### src/rtl/ma_axis_multich.sv
// Multi-channel signed boxcar moving average on a time-interleaved AXI-Stream.
// Each channel keeps its own circular history, write pointer and running sum.
// The output is registered, giving one cycle of latency at full throughput.
module ma_axis_multich #(
   parameter int WORD_LENGTH = 35,
   parameter int LOG2_LEN    = 2,
   parameter int NUM_CH      = 1,
   parameter int CH_W        = (NUM_CH > 1) ? $clog2(NUM_CH) : 1
) (
   input  logic                          clk,
   input  logic                          rst,
   input  logic                          en,
   input  logic                          clr,
   input  logic signed [WORD_LENGTH-1:0] s_ma_tdata,
   input  logic                          s_ma_tvalid,
   input  logic                          s_ma_tlast,
   output logic                          s_ma_tready,
   output logic signed [WORD_LENGTH-1:0] m_ma_tdata,
   output logic                          m_ma_tvalid,
   output logic                          m_ma_tlast,
   output logic [CH_W-1:0]               m_ma_tchan,
   input  logic                          m_ma_tready,
   output logic                          tlast_err
);

   localparam int N  = 2 ** LOG2_LEN;
   localparam int SW = WORD_LENGTH + LOG2_LEN;
   // Pointer is at least one bit wide so a window of one still has a legal type.
   localparam int PW = (LOG2_LEN > 0) ? LOG2_LEN : 1;
   localparam logic [CH_W-1:0] LAST_CH = CH_W'(NUM_CH - 1);
   localparam logic [PW-1:0]   LAST_WP = PW'(N - 1);

   logic signed [WORD_LENGTH-1:0] hist [NUM_CH][N];
   logic [PW-1:0]                 wp   [NUM_CH];
   logic signed [SW-1:0]          sum  [NUM_CH];
   logic [CH_W-1:0]               chan_cnt;

   logic                          accept;
   logic [PW-1:0]                 wp_cur;
   logic [PW-1:0]                 wp_next;
   logic signed [SW-1:0]          new_sum;
   logic signed [WORD_LENGTH-1:0] avg;
   logic                          at_last_ch;
   logic                          err_next;
   logic [CH_W-1:0]               chan_next;

   // No skid buffer: ready only when the output register is free or draining.
   assign s_ma_tready = en & ~rst & ~clr & (~m_ma_tvalid | m_ma_tready);
   assign accept      = s_ma_tvalid & s_ma_tready;

   // Datapath for the channel currently addressed by chan_cnt.
   always_comb begin
      wp_cur     = wp[chan_cnt];
      wp_next    = (wp_cur == LAST_WP) ? '0 : wp_cur + PW'(1);
      new_sum    = sum[chan_cnt] + SW'(s_ma_tdata) - SW'(hist[chan_cnt][wp_cur]);
      // Arithmetic shift gives floor rounding; the quotient always fits the word.
      avg        = WORD_LENGTH'(new_sum >>> LOG2_LEN);
      at_last_ch = (chan_cnt == LAST_CH);
      // Early tlast or missing tlast: tlast must coincide with the last channel.
      err_next   = s_ma_tlast ^ at_last_ch;
      chan_next  = (s_ma_tlast || at_last_ch) ? '0 : chan_cnt + CH_W'(1);
   end

   // History, sums, channel counter and output register.
   always_ff @(posedge clk) begin
      if (rst || clr) begin
         for (int c = 0; c < NUM_CH; c++) begin
            sum[c] <= '0;
            wp[c]  <= '0;
            for (int k = 0; k < N; k++) begin
               hist[c][k] <= '0;
            end
         end
         chan_cnt  <= '0;
         tlast_err <= 1'b0;
         // clr keeps an output beat that is still waiting for the sink.
         if (rst || !m_ma_tvalid || m_ma_tready) begin
            m_ma_tvalid <= 1'b0;
            m_ma_tdata  <= '0;
            m_ma_tlast  <= 1'b0;
            m_ma_tchan  <= '0;
         end
      end else begin
         tlast_err <= 1'b0;
         if (accept) begin
            sum[chan_cnt]          <= new_sum;
            hist[chan_cnt][wp_cur] <= s_ma_tdata;
            wp[chan_cnt]           <= wp_next;
            chan_cnt               <= chan_next;
            tlast_err              <= err_next;
            m_ma_tvalid            <= 1'b1;
            m_ma_tdata             <= avg;
            m_ma_tlast             <= s_ma_tlast;
            m_ma_tchan             <= chan_cnt;
         end else if (m_ma_tready) begin
            m_ma_tvalid <= 1'b0;
         end
      end
   end

endmodule

### config.mk
export PLATFORM = sky130hd
export DESIGN_NAME = ma_axis_multich
export DESIGN_NICKNAME = d
export VERILOG_FILES = /design/src/rtl/ma_axis_multich.sv
export SDC_FILE = /design/constraint.sdc
export NUM_CORES = 1
export LEC_CHECK = 0
export BUFFER_PORTS_ARGS = -buffer_cell sky130_fd_sc_hd__buf_2
export CORE_AREA = 2 2 173 133
export DETAILED_ROUTE_END_ITERATION = 10
export DIE_AREA = 0 0 175 135
export HOLD_SLACK_MARGIN = 0.03
export PLACE_DENSITY = 0.73
export SETUP_SLACK_MARGIN = 0.15
export SYNTH_ARGS = -nofsm -noshare
export SYNTH_HDL_FRONTEND = slang
export SYNTH_SLANG_ARGS = --single-unit
### constraint.sdc
create_clock -name clk -period 5.7 [get_ports clk]
set_input_delay 1.14 -clock clk [delete_from_list [all_inputs] [get_ports clk]]
set_output_delay 1.14 -clock clk [all_outputs]
set_load 0.02 [all_outputs]
Word-level counts from Yosys, hierarchy flattened
Memories as Yosys holds them, arrays and structs flattened.
Index checks and enable logic that the tools add are counted.

word-level totals
  register bits after elaboration = 40
  memories = 3
  output and inout bits = 40
  RAM bits = 179

operators by class
  add/sub/neg operators = 4
  reductions and logical operators = 14
  $lt $le $gt $ge = 2
  mux-type cells = 30
  bitwise gates (word level) = 12
  equal/unequal tests = 2

memories
  memory  words  width  read ports  clocked after Yosys merged registers in  write ports  RTL line  source
  hist    1      140    1           0                                        4            33        logic signed [WORD_LENGTH-1:0] hist [NUM_CH][N];
  sum     1      37     1           0                                        1            35        logic signed [SW-1:0] sum [NUM_CH];
  wp      1      2      1           0                                        1            34        logic [PW-1:0] wp [NUM_CH];

operators by type and width
  operator               count
  $mux W140              3
  $mux W35               6
  $reduce_or A140 Y1     1
  $bmux W35 S2           1
  $demux W35 S2          1
  $add A37 B35 Y37       1
  $mux W37               1
  $reduce_or A37 Y1      1
  $sub A37 B35 Y37       1
  $mux W1                16
  $not A1 Y1             5
  $and A1 B1 Y1          4
  $logic_or A1 B1 Y1     4
  $mux W2                2
  $reduce_and A2 Y1      2
  $reduce_or A2 Y1       2
  $ge A3 B3 Y1 const B   1
  $lt A3 B1 Y1 const B   1
  $not A2 Y3             1
  $reduce_bool A3 Y1     1
  $add A2 B1 Y2 const B  1
  $eq A2 B2 Y1 const B   1
  $ne A2 B1 Y1 const B   1
  $reduce_bool A2 Y1     1
  other kinds (5)        5

Depth between registers and ports, before layout
Gate-level depths: netlist of run 1.

  word-level depth = 10
  mapped depth = 15
  gate-level depth less buffers = 14

Worst setup path after synthesis of run 1
OpenSTA, ideal clock, no wires.

  path kind = register -> register
  start = memory wp[0][1] (netlist bit)
  end = register m_ma_tdata[27] (data pin)
  period minus slack after synthesis = 4.168 ns
  data arrival time = 3.902 ns
  path buffers = 2
  cell stages (with the launch flop) = 15
  path slack = 1.532 ns
  required time = 5.434 ns
  setup time = 0.266 ns
  cells stage by stage = edfxtp_1 clkbuf_1 buf_2 mux4_2 fa_1 inv_1 ha_1 and3_1 and2_1 a221oi_1 a21oi_2 a21oi_2 o21ai_1 xnor2_1 nor2_1

on the way
  longest elaborated chain between the ends = 8

RTL lines
  item                                         RTL line  source
  start, declared                              34
  $mem_v2 Z1 W2                                n/a
  $not A2 Y3 (not written as such)             55        new_sum = sum[chan_cnt] + SW'(s_ma_tdata) - SW'(hist[chan_cnt][wp_cur]);
  $bmux W35 S2                                 55
  $mux W35 (not written as such) (2 in a row)  55
  $sub A37 B35 Y37                             55
  $mux W35                                     85        if (accept) begin
  $mux W35                                     66        if (rst || clr) begin
  end signal, assigned                         92        m_ma_tdata <= avg;
  end, declared                                18        output logic signed [WORD_LENGTH-1:0] m_ma_tdata,

Every way passes these cells. The select of a mux whose other input is x is not followed.
A chain may end at the register's enable or synchronous reset.

Worst setup path after layout of run 1
  start = memory wp[0][1] (netlist bit)
  end = memory sum[0][36] (netlist bit) (data pin)

on the way
  longest elaborated chain between the ends = 7

RTL lines
  item                                         RTL line
  $mem_v2 Z1 W2                                n/a
  $not A2 Y3 (not written as such)             55
  $bmux W35 S2                                 55
  $mux W35 (not written as such) (2 in a row)  55
  $sub A37 B35 Y37                             55
  $mux W37 (no line)                           n/a
  end, declared                                35

Every way passes these cells. The select of a mux whose other input is x is not followed.

==> results of run 1 <==
==> synth_stat cells, types with 17 or more instances <==
library cell / count
a21oi_1: 149
buf_2: 22
clkbuf_1: 37
dfxtp_1: 107
edfxtp_1: 112
fa_1: 36
ha_1: 43
inv_1: 153
mux4_2: 35
nand2_1: 246
nor2_1: 89
nor3_1: 39
o21ai_0: 17
xnor2_1: 20
==> worst min-delay path: cells and delay by family (launching register included) <==
| family | cells | cell delay [ps] |
|---|---|---|
| DFF | 1 | 300 |
| and+or+nand+nor | 1 | 50 |
| AOI/OAI and AO/OA | 1 | 50 |
==> flip-flops by register name, summed over array words and instances, names as in the netlist <==
signal and flops:
m_ma_tdata 35, m_ma_tchan 1, hist 140, m_ma_tlast 1, tlast_err 1, m_ma_tvalid 1
sum 37, wp 2, chan_cnt 1
==> cells by family (layout without fill, tap and decap cells) <==
family                     Yosys count  count (layout)  share of synthesized area [%]
AOI/OAI and AO/OA                  230             230                           11.7
and+or+nand+nor                    424             424                           14.8
DFF                                219             219                           46.3
other                                0               1                              0
adders and majority gates           79              79                           10.6
xor gates and xnor gates            34              34                           2.51
buffers and inverters              223             292                           7.45
muxes                               35              35                           6.63
==> through the flow <==
step | instance area, um^2 | power, W
after floorplan | 11900 | 0.00272
after global placement | 12500 | 0.00302
after detailed placement | 12500 | 0.00304
after CTS | 13200 | 0.00453
after global routing | 13200 | 0.00473
final | 13200 | 0.00453
==> area by class of cell <==
cell class                 count  share of cell area [%]
multi-input combinational    802                    41.7
clock buffer                  26                    4.59
inverter                     154                    4.37
tap                          294                    2.78
sequential                   219                    41.6
clock inverter                15                   0.993
timing repair buffer          97                    3.97
antenna                        1                  0.0189
==> per-layer routing <==
layer	share of wire, %	up-vias	global-route usage (%)	routed length, um
li1	-	4287	-	-
met1	46	4381	36.9	13200
met2	43	402	38.1	12500
met3	8.7	54	4.50	2520
met4	2.1	0	5.56	611
met5	0	-	0	0
==> power groups by stage <==
stage / clock [W] / sequential, W / combinational (W)
after floorplan: 0 / 0.00188 / 0.000834
after global placement: 0 / 0.00183 / 0.00119
after detailed placement: 0 / 0.00183 / 0.00121
after CTS: 0.00152 / 0.00180 / 0.00122
after global routing: 0.00158 / 0.00180 / 0.00135
final: 0.00150 / 0.00180 / 0.00123
==> worst max-delay path by stage <==
stage                           start                      endpoint  slack (ps)
6_report       wp[0][1]$_SDFFCE_PP0P_      sum[0][36]$_SDFFCE_PN0P_        1010
4_1_cts        wp[0][1]$_SDFFCE_PP0P_      sum[0][36]$_SDFFCE_PN0P_        1060
3_5_place_dp   wp[0][1]$_SDFFCE_PP0P_      sum[0][36]$_SDFFCE_PN0P_        1090
5_1_grt        wp[0][1]$_SDFFCE_PP0P_      sum[0][36]$_SDFFCE_PN0P_         800
3_3_place_gp   wp[0][1]$_SDFFCE_PP0P_  m_ma_tdata[34]$_SDFFCE_PP0P_        1180
2_1_floorplan  wp[0][1]$_SDFFCE_PP0P_  m_ma_tdata[27]$_SDFFCE_PP0P_        1530
==> run metrics, run 1 <==
CTS tree done; input/output buffers 81; post-cts resize count 0; largest area contributor in the netlist edfxtp_1; Hold WS 452 ps; CP max FO 19; die area 23600 um^2; root buf cell clkbuf_16; multi-input logic area 5520 um^2; max cap viols 0; Seq pwr share 39.7%; Synth Register Bits 219; Final Non-Filler Cells 1608; Worst slew margin 27.5%; CP cell instances buf_4, mux4_2, fa_1, inv_1, ha_1, nand4_1, nor3_1, nand3_1, a311oi_2, o21ai_1, a41oi_2, xnor2_1, nor2_1; CP startpoint kind flop; drt pass-1 iters 6; slowest stage delay, CP 630 ps; VDD IR-drop max 228 uV; Worst-Margin Slew 1080 ps; WL/cell 17.9 um; fin crit share 82.2%; count of cells along the worst hold path 2; share of cells above drive strength 1 15.0%; Initial Util 54.5%; ANT nets after route 0; Floorplan Core Area 21800 um^2; Synth Instances 1244; Logic pwr share 27.2%; RePlAce Congestion 0.925; Setup Crit Path Kind reg2reg; CP endpoint kind flop; final worst slack 1010 ps; fin nets 1418; Final HPWL DP 19.9 mm; post-synth cell types 59; Worst Hold Class reg2reg; Setup Buffers After CTS 0; vias in the first global route 8891; post-synthesis average cell area 9.55 um^2; fin crit period 4690 ps; Critical Path Stages 13; die height 135 um; row count 47; ranking of synthesized cells by area edfxtp_1 28%, dfxtp_1 18%, nand2_1 7.8%; global route overflow 0; hold endpoint hist[0][99]$_SDFFE_PP0P_; 1st-iter DRT viols 869; Sw Pwr 0.00147 W; slowest CP cell edfxtp_1; R2R cell count 13; P&R area growth vs syn 11.4%; Reg clk slew, reported paths 70 ps; placed insts 1566; Post-Synthesis Cell Area 11900 um^2; vias per cell 5.67; antenna violations before repair 1; worst reg2reg path startpoint wp[0][1]$_SDFFCE_PP0P_; hold path start hist[0][99]$_SDFFE_PP0P_; Worst-Skew Late Latency 520 ps; pre-CTS setup slack 1090 ps; FF-to-FF setup slack 1010 ps; Critical Path AT 4930 ps; Clock power frac 33.1%; share of the synthesized area in the top cell type 28.3%; htree depth 1; top_reg_cell synth edfxtp_1; # DRC 0; fillers 1790; synth warn 0; syn_nets 1365; Synth async-reset ratio 0%; die width 175 um; register area 5510 um^2; RSZ-0062 raised after global routing no; Fin Setup TNS 0 ps; DR vias 9124; switch share 32.5%; Final Skew 11.6 ps; number of synthesized flops with an enable pin 112; final setup violating endpoints 0; DRT Wirelength 28.8 mm; most frequent cells in the layout 240 x nand2_1, 153 x inv_1, 149 x a21oi_1; Inserted Clock Buffers 23; Overall Global Routing Usage 24.8%; Leak 5.25 nW; Power Internal 0.00306 W; maximum clock path buffer count 3; Final Hold Vio Count 0; largest net degree at the start of global routing 58; clock sinks 219; most common cell after layout, fill and taps aside nand2_1; Hold-fix buffers, CTS 0; Power Density 342 nW/um^2; IO Count 82; reg-to-reg critical path endpoint sum[0][36]$_SDFFCE_PN0P_; register area share after synthesis 46.3%; WP buf/inv 2; Final Max Tran Viols 0; Crit path required time 5940 ps; CP top delay family adder cells; final core utilization 60.7%; first-pass GRT wire length 46.5 mm; outcome complete, no violations; fmax 0.213 GHz
No activity file was read; power rests on OpenSTA's default activity.
==> run 2: changes to the inputs <==
==> constraint.sdc (replaced) <==
create_clock -name clk -period 4.8 [get_ports clk]
set_input_delay 0.96 -clock clk [delete_from_list [all_inputs] [get_ports clk]]
set_output_delay 0.96 -clock clk [all_outputs]
set_load 0.02 [all_outputs]
==> run 2 against run 1 <==
  * First-iteration DRC count increased by 1.0%
  * Combinational power is 20% higher
  * Die area unchanged
  * Sequential share of layout area fell by 0.39 points
  * Via count is 0.58% lower
  * Design area is 0.95% higher
  * Hold slack about the same
  * Clock power is 19% higher
  * Setup slack worse by 420 ps
==> run metrics, run 2 (synthesized netlist as in run 1, its figures left out) <==
Design Area, Final 13400 um^2; CP Launch Point wp[0][1]$_SDFFCE_PP0P_; R2R cell count 14; Final Hold Vio Count 0; FF-to-FF setup slack 590 ps; CP Capture Point m_ma_tdata[18]$_SDFFCE_PP0P_; fin crit period 4210 ps; htree depth 1; CP cell instances buf_12, buf_4, mux4_2, fa_1, inv_1, ha_1, a21oi_1, o21ai_0, a41o_1, a21oi_2, o21bai_2, a31oi_1, xor2_1, nor2_1; Setup Buffers After CTS 0; top layer in use met4; Overall Global Routing Usage 24.9%; max cap viols 0; Reg clk slew, reported paths 60 ps; Worst Hold Class reg2reg; global route overflow 0; die height 135 um; Final Non-Filler Cells 1616; ANT nets after route 0; # DRC 0; Final Max Tran Viols 0; VDD IR-drop max 248 uV; Worst slew margin 25.2%; fillers 1822; register area 5510 um^2; WL/cell 17.9 um; DRT Wirelength 28.9 mm; vias per cell 5.61; final setup violating endpoints 0; pre-CTS setup slack 615 ps; final worst slack 591 ps; fin crit share 87.7%; most common cell after layout, fill and taps aside nand2_1; count of cells along the worst hold path 2; clock sinks 219; first-pass GRT wire length 46.4 mm; Crit path required time 5050 ps; M1 wire length 13.6 mm; Setup Crit Path Kind reg2reg; fin nets 1427; Post-DP Area 12600 um^2; Inserted Clock Buffers 22; fmax 0.238 GHz; CTS tree done; input/output buffers 81; Worst-Margin Slew 1120 ps; CP top delay family compound AO/OA/AOI/OAI gates; CP max FO 12; Final Skew 20.0 ps; most frequent cells in the layout 243 x nand2_1, 153 x inv_1, 149 x a21oi_1; slowest stage delay, CP 530 ps; share of cells above drive strength 1 15.2%; vias in the first global route 8695; Diodes inserted 0; DR WL met2 12.4 mm; die area 23600 um^2; 1st-iter DRT viols 878; final core utilization 61.2%; Leak 5.31 nW; Floorplan Core Area 21800 um^2; Critical Path Stages 14; DR vias 9071; Fin Setup TNS 0 ps; P&R area growth vs syn 12.4%; multi-input logic area 5510 um^2; die width 175 um; Worst-Skew Late Latency 520 ps; met3 routed WL 2.42 mm; maximum clock path buffer count 3; Hold-fix buffers, CTS 0; largest net degree at the start of global routing 57; largest register by flop count hist; row count 47; CP endpoint kind flop; largest registers hist (140), sum (37), m_ma_tdata (35); WP buf/inv 3; reg-to-reg critical path endpoint m_ma_tdata[18]$_SDFFCE_PP0P_; Final HPWL DP 20.0 mm; RePlAce Congestion 0.926; Critical Path AT 4460 ps; Power Density 404 nW/um^2; placed insts 1576; post-cts resize count 0; drt pass-1 iters 5; RSZ-0062 raised after global routing no; antenna violations before repair 0; root buf cell clkbuf_16; outcome complete, no violations; IO Count 82; Initial Util 54.5%; max reg flops 140; worst reg2reg path startpoint wp[0][1]$_SDFFCE_PP0P_; slowest CP cell mux4_2; CP startpoint kind flop
-- run 2: cell types whose count changed in the layout (fill, tap and decap cells not counted), sizes merged --
cell	before	now
clkinv	9	4
diode	1	0
clkinvlp	1	0
inv	157	156
buf	97	107
clkbuf	26	32
-- run 2: worst min-delay path by stage --
stage | start | to | slack (ps)
floorplan | hist[0][100]$_SDFFE_PP0P_ | hist[0][100]$_SDFFE_PP0P_ | 430
global placement | hist[0][103]$_SDFFE_PP0P_ | hist[0][103]$_SDFFE_PP0P_ | 440
detailed placement | hist[0][103]$_SDFFE_PP0P_ | hist[0][103]$_SDFFE_PP0P_ | 440
CTS | hist[0][103]$_SDFFE_PP0P_ | hist[0][103]$_SDFFE_PP0P_ | 450
global route | hist[0][38]$_SDFFE_PP0P_ | hist[0][38]$_SDFFE_PP0P_ | 470
finish | hist[0][103]$_SDFFE_PP0P_ | hist[0][103]$_SDFFE_PP0P_ | 450
-- run 2: worst min-delay path: cells and delay by family (launching register included) --
kind             cells  cell delay [ps]
AO/OA/AOI/OAI        1               50
AND/OR/NAND/NOR      1               50
flip-flops           1              300
-- run 2: area by class of cell --
class                           count  share of cell area (%)
Clock buffer                       32                    4.86
Multi-Input combinational cell    802                    41.2
Timing Repair Buffer              107                    4.87
Sequential cell                   219                    41.2
Tap cell                          294                    2.75
Clock inverter                      8                   0.740
Inverter                          154                    4.33
-- run 2: power by group --
part | switching, W | internal, W
Sequential | 0.0000325 | 0.00209
Clock | 0.000731 | 0.00105
Combinational | 0.000958 | 0.000527
-- run 2: stage by stage --
stage / power, W / hold slack (ps)
finish: 0.00539 / 452
global placement: 0.00361 / 439
floorplan: 0.00323 / 433
CTS: 0.00540 / 452
global route: 0.00565 / 471
detailed placement: 0.00362 / 444
-- run 2: layer usage --
metal  track usage, %  vias up
li1                 -     4301
met5                0        -
met2             37.6      369
met4             5.28        0
met1             38.3     4357
met3             3.60       44
